## src/rtl/voice_frame_declick_if.sv

```systemverilog
// Valid/ready sample stream between audio pipeline stages.
// The producer drives valid/data, the consumer drives ready.
interface voice_frame_declick_if #(
  parameter int DATA_WIDTH = 16
);
  logic                  valid;
  logic                  ready;
  logic [DATA_WIDTH-1:0] data;

  modport master (output valid, output data, input ready);
  modport slave  (input valid, input data, output ready);
endinterface

```

## src/rtl/voice_frame_declick.sv

```systemverilog
// Frame-boundary declicker: decays the step between frames over XFADE_LEN samples.
// Optional click statistics counter enabled by VOICE_DECLICK_STATS_EN.
module voice_frame_declick #(
  parameter int DATA_WIDTH  = 16,
  parameter int FRAME_LEN   = 600,
  parameter int XFADE_SHIFT = 4,
  parameter int XFADE_LEN   = 1 << XFADE_SHIFT
`ifdef VOICE_DECLICK_STATS_EN
  , parameter int CLICK_THRESH = 2048
`endif
) (
  input  logic clk,
  input  logic rst,
  input  logic bypass,
  voice_frame_declick_if.slave  src,
  voice_frame_declick_if.master dst,
  output logic out_frame_start
`ifdef VOICE_DECLICK_STATS_EN
  , output logic [15:0] click_count
`endif
);

  localparam int IW = (FRAME_LEN > 1) ? $clog2(FRAME_LEN) : 1;
  localparam int KW = XFADE_SHIFT + 1;
  localparam int OW = DATA_WIDTH + 1;
  localparam int PW = DATA_WIDTH + XFADE_SHIFT + 2;

  localparam logic [IW-1:0] IDX_LAST = IW'(FRAME_LEN - 1);
  localparam logic [KW-1:0] K_LAST   = KW'(XFADE_LEN - 1);
  localparam logic [KW-1:0] K_LEN    = KW'(XFADE_LEN);

  localparam logic signed [PW-1:0] S_MAX =
    PW'((1 << (DATA_WIDTH - 1)) - 1);
  localparam logic signed [PW-1:0] S_MIN =
    PW'(-(1 << (DATA_WIDTH - 1)));

  typedef enum logic [1:0] {
    ST_FIRST,
    ST_PASS,
    ST_XFADE
  } state_t;

  state_t state_q, state_d;

  logic [IW-1:0]         idx_q;
  logic [KW-1:0]         k_q;
  logic signed [OW-1:0]  off_q;
  logic signed [OW-1:0]  off_new;
  logic signed [OW-1:0]  off_cur;
  logic [DATA_WIDTH-1:0] last_q;
  logic                  have_prev;
  logic                  rdy_en;

  logic                  xfer;
  logic                  frame0;
  logic                  start_xf;
  logic                  apply;
  logic [KW-1:0]         k_cur;
  logic [KW-1:0]         gain;
  logic signed [PW-1:0]  off_x;
  logic signed [PW-1:0]  gain_x;
  logic signed [PW-1:0]  prod;
  logic signed [PW-1:0]  shifted;
  logic signed [PW-1:0]  step;
  logic signed [PW-1:0]  din_x;
  logic signed [PW-1:0]  sum;
  logic [DATA_WIDTH-1:0] res;

  // rdy_en keeps the input closed while reset is held
  assign src.ready = rdy_en && (!dst.valid || dst.ready);
  assign xfer      = src.valid && src.ready;
  assign frame0    = (idx_q == '0);

  assign off_new = {last_q[DATA_WIDTH-1], last_q}
                 - {src.data[DATA_WIDTH-1], src.data};

  assign start_xf = xfer && frame0 && have_prev
                 && !bypass && (state_q == ST_PASS);
  assign apply    = start_xf || (state_q == ST_XFADE);

  // the boundary sample itself is the k==0 point of the decay
  assign off_cur = start_xf ? off_new : off_q;
  assign k_cur   = start_xf ? '0 : k_q;
  assign gain    = K_LEN - k_cur;

  assign off_x   = {{(PW-OW){off_cur[OW-1]}}, off_cur};
  assign gain_x  = {{(PW-KW){1'b0}}, gain};
  assign prod    = off_x * gain_x;
  assign shifted = prod >>> XFADE_SHIFT;
  assign step    = apply ? shifted : '0;
  assign din_x   = {{(PW-DATA_WIDTH){src.data[DATA_WIDTH-1]}}, src.data};
  assign sum     = din_x + step;

  always_comb begin
    res = sum[DATA_WIDTH-1:0];
    unique case (1'b1)
      (sum > S_MAX): res = S_MAX[DATA_WIDTH-1:0];
      (sum < S_MIN): res = S_MIN[DATA_WIDTH-1:0];
      default:       res = sum[DATA_WIDTH-1:0];
    endcase
  end

  always_comb begin
    state_d = state_q;
    unique case (state_q)
      ST_FIRST:
        if (xfer && idx_q == IDX_LAST) state_d = ST_PASS;
      ST_PASS:
        if (start_xf && XFADE_LEN > 1) state_d = ST_XFADE;
      ST_XFADE:
        if (xfer && k_q == K_LAST) state_d = ST_PASS;
      default:
        state_d = ST_FIRST;
    endcase
  end

  always_ff @(posedge clk or posedge rst) begin
    if (rst) begin
      state_q         <= ST_FIRST;
      idx_q           <= '0;
      k_q             <= '0;
      off_q           <= '0;
      last_q          <= '0;
      have_prev       <= 1'b0;
      rdy_en          <= 1'b0;
      dst.valid       <= 1'b0;
      dst.data        <= '0;
      out_frame_start <= 1'b0;
    end else begin
      rdy_en  <= 1'b1;
      state_q <= state_d;
      if (xfer) begin
        idx_q           <= (idx_q == IDX_LAST) ? '0 : idx_q + IW'(1);
        dst.valid       <= 1'b1;
        dst.data        <= res;
        out_frame_start <= frame0;
        if (idx_q == IDX_LAST) begin
          last_q    <= res;
          have_prev <= 1'b1;
        end
        if (start_xf) begin
          off_q <= off_new;
          k_q   <= KW'(1);
        end else if (state_q == ST_XFADE) begin
          k_q <= k_q + KW'(1);
        end
      end else if (dst.ready) begin
        dst.valid       <= 1'b0;
        out_frame_start <= 1'b0;
      end
    end
  end

`ifdef VOICE_DECLICK_STATS_EN
  logic [OW-1:0] mag;

  assign mag = off_new[OW-1] ? OW'(-off_new) : OW'(off_new);

  always_ff @(posedge clk or posedge rst) begin
    if (rst) begin
      click_count <= '0;
    end else if (start_xf && mag >= OW'(CLICK_THRESH)
                 && click_count != 16'hFFFF) begin
      click_count <= click_count + 16'd1;
    end
  end
`endif

endmodule

```

## src/flat_wrapper.sv

```systemverilog
// flat-port wrapper written by rule: the top's interface ports become plain ports
module voice_frame_declick_flat 
#(
  parameter int DATA_WIDTH  = 16,
  parameter int FRAME_LEN   = 600,
  parameter int XFADE_SHIFT = 4,
  parameter int XFADE_LEN   = 1 << XFADE_SHIFT

)
  (clk, rst, bypass, out_frame_start, src_valid, src_data, src_ready, dst_valid, dst_data, dst_ready);
  voice_frame_declick_if #(.DATA_WIDTH(DATA_WIDTH)) src_i ();
  voice_frame_declick_if #(.DATA_WIDTH(DATA_WIDTH)) dst_i ();
  input  logic clk;
  input  logic rst;
  input  logic bypass;
  output logic out_frame_start;
  input wire logic [$bits(src_i.valid)-1:0] src_valid;
  input wire logic [$bits(src_i.data)-1:0] src_data;
  output wire logic [$bits(src_i.ready)-1:0] src_ready;
  output wire logic [$bits(dst_i.valid)-1:0] dst_valid;
  output wire logic [$bits(dst_i.data)-1:0] dst_data;
  input wire logic [$bits(dst_i.ready)-1:0] dst_ready;
  assign src_i.valid = src_valid;
  assign src_i.data = src_data;
  assign src_ready = src_i.ready;
  assign dst_valid = dst_i.valid;
  assign dst_data = dst_i.data;
  assign dst_i.ready = dst_ready;
  voice_frame_declick #(.DATA_WIDTH(DATA_WIDTH), .FRAME_LEN(FRAME_LEN), .XFADE_SHIFT(XFADE_SHIFT), .XFADE_LEN(XFADE_LEN)) u_core (.clk(clk), .rst(rst), .bypass(bypass), .src(src_i), .dst(dst_i), .out_frame_start(out_frame_start));
endmodule
```

## config.mk

```make
export PLATFORM = sky130hd
export DESIGN_NAME = voice_frame_declick_flat
export DESIGN_NICKNAME = d
export VERILOG_FILES = /design/src/rtl/voice_frame_declick_if.sv /design/src/rtl/voice_frame_declick.sv /design/src/flat_wrapper.sv
export SDC_FILE = /design/constraint.sdc
export NUM_CORES = 1
export LEC_CHECK = 0
export ABC_AREA = 1
export CAP_MARGIN = 25
export CELL_PAD_IN_SITES_DETAIL_PLACEMENT = 1
export CELL_PAD_IN_SITES_GLOBAL_PLACEMENT = 1
export CORE_MARGIN = 2
export CORE_UTILIZATION = 36
export CTS_CLUSTER_DIAMETER = 50
export DETAILED_ROUTE_END_ITERATION = 12
export PLACE_DENSITY_LB_ADDON = 0.1
export SLEW_MARGIN = 20
export SYNTH_ARGS = -nofsm -noshare
export SYNTH_HDL_FRONTEND = slang
export SYNTH_SLANG_ARGS = --single-unit
export TNS_END_PERCENT = 5
```

## constraint.sdc

```tcl
create_clock -name clk -period 8.2 [get_ports clk]
set_input_delay 0.82 -clock clk [delete_from_list [all_inputs] [get_ports clk]]
set_output_delay 0.82 -clock clk [all_outputs]
set_load 0.02 [all_outputs]
```

After elaboration in Yosys (flattened, before gate mapping) --
Cells that the tools add are included.
Storage, ports and cells: bits in latches 0, word-level logic and storage cells 58, RAM bits 0, output and inout bits 19, memory bits (read-only) 0, register bits after elaboration 70, memories 0
Cells by class: multipliers 1, bitwise operators 0, shifts and indexed selects 0, equality and inequality tests 7, divide/modulo/power cells 0, $lt $le $gt $ge 2, reductions and logical operators 19, add/subtract/negate cells 5, multiplexer cells 14
Operators by type and width (number):
- $pmux W16 S2 | 1
- $add A16 B22 Y22 | 1
- $gt A22 B16 Y1 const B | 1
- $lt A22 B16 Y1 const B | 1
- $mul A17 B6 Y22 | 1
- $mux W22 | 1
- $mux W17 | 1
- $sub A16 B16 Y17 | 1
- $mux W5 | 3
- $add A10 B1 Y10 const B | 1
- $eq A10 B10 Y1 const B | 1
- $logic_not A10 Y1 | 1
- $mux W10 | 1
- $logic_and A1 B1 Y1 | 8
- $mux W2 | 3
- $pmux W2 S3 | 1
- $add A5 B1 Y5 const B | 1
- $eq A5 B4 Y1 const B | 1
- $sub A5 B5 Y5 const A | 1
- $ne A2 B1 Y1 const B | 2
- $reduce_and A2 Y1 | 2
- $reduce_bool A2 Y1 | 2
- $mux W1 | 3
- $reduce_and A3 Y1 | 1
- 6 further kinds | 8

Depth between registers and ports, before layout --
word-level depth 15, depth in mapped cells 48, mapped depth without buffers 47

Worst setup path before layout --
Ideal clock, no wire load.
path type input -> register, start input port src_valid, end register u_core.dst.data[0], buffers on the path 3, data arrival time 7274 ps, data required time 8083 ps, setup slack 809 ps, setup time 117 ps, stages 36, path through inv_2 > nor3_4 > nand4_4 > nand2_1 > clkbuf_1 > ha_1 > inv_1 > clkbuf_1 > nor2_1 > fa_1 > fa_1 > inv_1 > fa_1 > inv_1 > ha_1 > a21oi_1 > o21ai_0 > a21oi_1 > o21ai_0 > a21oi_1 > o21ai_0 > o21ai_0 > a21oi_1 > ha_1 > nand4_1 > nor3_1 > nand4_1 > nand3_1 > nand2_1 > nand2_1 > nand4_1 > o21ai_2 > buf_6 > nand2_1 > nand2_1 > nand2_1
Between the ends: cells in the longest elaborated chain, start to end 12, elaborated cells on any way between the ends 15, those cells by class 2 x add/sub; 1 x mul; 2 x order compare; 4 x mux; 6 x reduce/logical
RTL lines:
- start, declared | RTL line flat_wrapper.sv:17 | input wire logic [$bits(src_i.valid)-1:0] src_valid;
- $logic_and A1 B1 Y1 * | RTL line voice_frame_declick.sv:71 | assign xfer = src.valid && src.ready;
- $logic_and A1 B1 Y1 (2 in a row) | RTL line voice_frame_declick.sv:77 | assign start_xf = xfer && frame0 && have_prev
- $logic_and A1 B1 Y1 (2 in a row) | RTL line voice_frame_declick.sv:78 | && !bypass && (state_q == ST_PASS);
- $mux W5 | RTL line voice_frame_declick.sv:83 | assign k_cur = start_xf ? '0 : k_q;
- $sub A5 B5 Y5 | RTL line voice_frame_declick.sv:84 | assign gain = K_LEN - k_cur;
- $mul A17 B6 Y22 | RTL line voice_frame_declick.sv:88 | assign prod = off_x * gain_x;
- $mux W22 | RTL line voice_frame_declick.sv:90 | assign step = apply ? shifted : '0;
- $add A16 B22 Y22 | RTL line voice_frame_declick.sv:92 | assign sum = din_x + step;
- $lt A22 B16 Y1 or $gt A22 B16 Y1 (tied branches) | RTL line voice_frame_declick.sv:98, voice_frame_declick.sv:97
- $pmux W16 S2 | RTL line voice_frame_declick.sv:96 | unique case (1'b1)
- end signal, assigned | RTL line voice_frame_declick.sv:135 | dst.data <= res;
- end, declared | RTL line voice_frame_declick_if.sv:10 | modport master (output valid, output data, input ready);
Every way passes the cells marked *; elsewhere a longest branch is shown, timed or not. A chain may end at the register's enable or synchronous reset.

Worst setup path after layout --
start input port src_data[2], end register u_core.dst.data[10]
Between the ends: cells in the longest elaborated chain, start to end 7, elaborated cells on any way between the ends 8, those cells by class 2 x add/sub; 1 x mul; 2 x order compare; 3 x mux
RTL lines:
- start, declared | RTL line flat_wrapper.sv:18 | input wire logic [$bits(src_i.data)-1:0] src_data;
- $sub A16 B16 Y17 | RTL line voice_frame_declick.sv:75 | - {src.data[DATA_WIDTH-1], src.data};
- $mux W17
- $mul A17 B6 Y22 | RTL line voice_frame_declick.sv:88
- $mux W22 | RTL line voice_frame_declick.sv:90
- $add A16 B22 Y22 * | RTL line voice_frame_declick.sv:92
- $lt A22 B16 Y1 or $gt A22 B16 Y1 (tied branches) | RTL line voice_frame_declick.sv:98, voice_frame_declick.sv:97
- $pmux W16 S2 * | RTL line voice_frame_declick.sv:96
Marked as above.

==> metrics <==
status complete, no violations; clk_lat worst skew 350 ps; Via Count 7366; effective utilization at floorplan 0.365; area of the placeable core 21700 um^2; Longest Clk Path Bufs 2; measured slew at the worst slew-check pin ~580 ps; proportion of total power due to net switching 0.342; sequential group share of total power 0.338; Comb power frac 0.292; Hold Crit Class reg -> reg; Horiz. Die Dim between 150 and 200 um; largest vdd supply drop 91.1 uV; cell area after synthesis ~7900 um^2; count of unique library cells instantiated by Yosys 47; worst path buffer plus inverter count 11; Hold Path Depth 2; CP startpoint src_data[2]; vias per cell 4.80; overall die area 23200 um^2; power spent charging and discharging nets 413 uW; number of max-slew violations in the final report 0; kind of end point of the critical path register; DP HPWL just under 20000 um; worst-path fanout max 7; syn nets 1266; number of optimization iterations in the first detailed-route pass 4; wire length of the first global-routing pass 39800 um; Post-synth EDFFs 0; most used flip-flop cell after synthesis dfrtp_1; total overflow reported by the global router 0; pin count of the biggest net entering global routing 71; most numerous cell types in the synthesized netlist 298 x nand2_1, 208 x inv_1, 126 x nor2_1; Worst Reg2Reg Path Length in Cells 39; CP Class in -> reg; TritonCTS clock tree done; number of nets in the layout 1398; fraction of layout instances using a drive strength above 1 0.154; portion of the clock cycle consumed by the worst path in the final layout 0.950; element type at the critical path start primary input; final setup skew between 9 and 10 ps; number of buffers added on ports 39; Lkg Pwr roughly 5.2 nW; worst reg2reg setup slack 750 ps; maximum level of the CTS H-tree 3; vias in the first global route 7824; number of failing setup endpoints in the final timing report 0; I/O pin count 40; async set-or-reset flop fraction in the synthesized netlist 1.00; area added between synthesis and finish 26.0%; drt total wl 24200 um; Cell Area, Placed 9230 um^2; required time worst endpoint 8440 ps; endpoint of the lowest-slack register-to-register path u_core.dst.data[10]; Layout Utilization 0.460; RePlAce Congestion about 0.9; number of remaining DRC errors 0; number of instances in the synthesized netlist ~1100; number of standard-cell rows in the floorplan 54; Mapped Avg Cell Area 7.09 um^2; clock transition at the registers of the reported paths approximately 70 ps; slew margin rel. 0.615; final standard cell area without fillers 9970 um^2; worst reg2reg startpoint u_core.idx_q[0]; clock sink count 70; worst min-delay path startpoint u_core.dst.data[11]; largest delay contributor family on the critical path adder cells; Avg WL per Cell 15.8 um; most area-hungry cell type in the Yosys netlist dfrtp_1; number of stages on the worst setup path 42; Yosys Warn Count 0; post-route ant nets 0; combined global-route utilization of all metal layers 0.211; data arrival time of the worst path 8030 ps; max incr delay on CP 530 ps; max_cap viols 0; number of antenna diodes 0; count of state elements after synthesis 70; Power Density ~120 nW/um^2; detailed router's first-iteration violation count 240; register area share after synthesis 0.221; fraction of power consumed by the clock network 0.370; slowest cell on the critical path fa_1; TritonCTS buffer count 9; Hold Vio Cnt, Final 0; Yosys top cell area share 0.221; most used cell, CP nand2_1; worst hold path endpoint u_core.dst.data[11]; number of antenna violations at the first check in global routing 0; clock tree root driver cell clkbuf_16; internal power of the cells 795 uW; highest attainable clock frequency roughly 0.13 GHz; Die H 152 um; most numerous cell in the Yosys netlist nand2_1; top area cells in the synthesized netlist dfrtp_1 22%, nand2_1 14%, fa_1 13%; Final min period 7790 ps
-- layer usage --
layer  track usage  vias up  part of all wire  wire length, um
li1              -     3738                 -                -
met1         0.282     3538              0.47            11300
met2         0.373       71              0.50            12100
met3        0.0236       19             0.023              553
met4        0.0409        0             0.011              259
met5             0        -                 0                0
-- tightest hold or removal path: cells and delay by family, from the launching register on --
| kind | cells | cell delay (ps) |
|---|---|---|
| AND/OR/NAND/NOR | 2 | 110 |
| flip-flops | 1 | 340 |
-- repair_timing --
action	in CTS	in global routing
resized for setup	1	78
gates cloned	0	2
hold buffers	0	0
setup buffers	0	8
endpoints found under the setup margin	1	32
pin swaps	0	24
-- worst max path at each step --
stage / end
after floorplan: u_core.dst.data[0]
after global placement: u_core.last_q[1]
after detailed placement: u_core.last_q[1]
after CTS: u_core.last_q[1]
after global routing: u_core.last_q[14]
final: u_core.dst.data[10]
-- layout make-up --
cell class	count	area, um^2
tap	280	350
inverter	211	792
sequential	70	1750
clock buffer	9	225
clock inverter	7	105
multi-input combinational	821	5580
timing repair buffer	135	1160
fill	2729	11700
-- cells by family (layout without fill, tap and decap cells) --
logic type,after synthesis,in the layout,synth area share
AO/OA/AOI/OAI,133,133,0.0939
XOR/XNOR,40,40,0.0462
adder cells (fa/ha/maj),129,129,0.254
buffers and inverters,226,362,0.110
flip-flops,70,70,0.221
other,1,1,0.000474
AND/OR/NAND/NOR,517,518,0.273
-- flip-flops by register name (all words and copies together), names as in the netlist --
register,flops
u_core.out_frame_start,1
u_core.state_q,2
u_core.k_q,5
u_core.have_prev,1
u_core.idx_q,10
u_core.rdy_en,1
u_core.last_q,16
u_core.off_q,17
u_core.dst.valid,1
u_core.dst.data,16
-- cell usage in the layout (no fill, tap or decap), types with 19 or more instances in the layout --
master | Yosys | final
a21oi_1 | 63 | 45
buf_4 | 2 | 93
clkdlybuf4s50_1 | 0 | 37
dfrtp_1 | 70 | 70
fa_1 | 53 | 52
ha_1 | 76 | 66
inv_1 | 208 | 206
nand2_1 | 298 | 289
nand3_1 | 33 | 32
nor2_1 | 126 | 118
o21ai_0 | 39 | 27
xnor2_1 | 19 | 19
-- stage by stage --
| stage | setup WS (ps) | setup TNS [ps] | total power [mW] | hold WS (ps) | cells |
|---|---|---|---|---|---|
| after floorplan | 809 | 0 | 0.619 | 445 | 1116 |
| after CTS | 13.1 | 0 | 1.20 | 482 | 1522 |
| after detailed placement | -265 | -7120 | 0.750 | 465 | 1506 |
| after global placement | -127 | -2770 | 0.745 | 463 | 1506 |
| after global routing | -69.1 | -869 | 1.28 | 507 | 1533 |
| final | 409 | 0 | 1.21 | 479 | 1533 |
-- power groups by stage --
| stage | combinational (mW) | clock (mW) | sequential [mW] |
|---|---|---|---|
| finish | 0.353 | 0.447 | 0.409 |
| detailed placement | 0.334 | 0 | 0.416 |
| global route | 0.400 | 0.467 | 0.415 |
| floorplan | 0.193 | 0 | 0.426 |
| global placement | 0.330 | 0 | 0.415 |
| CTS | 0.337 | 0.456 | 0.410 |
Power figures use the tool's default switching activity.
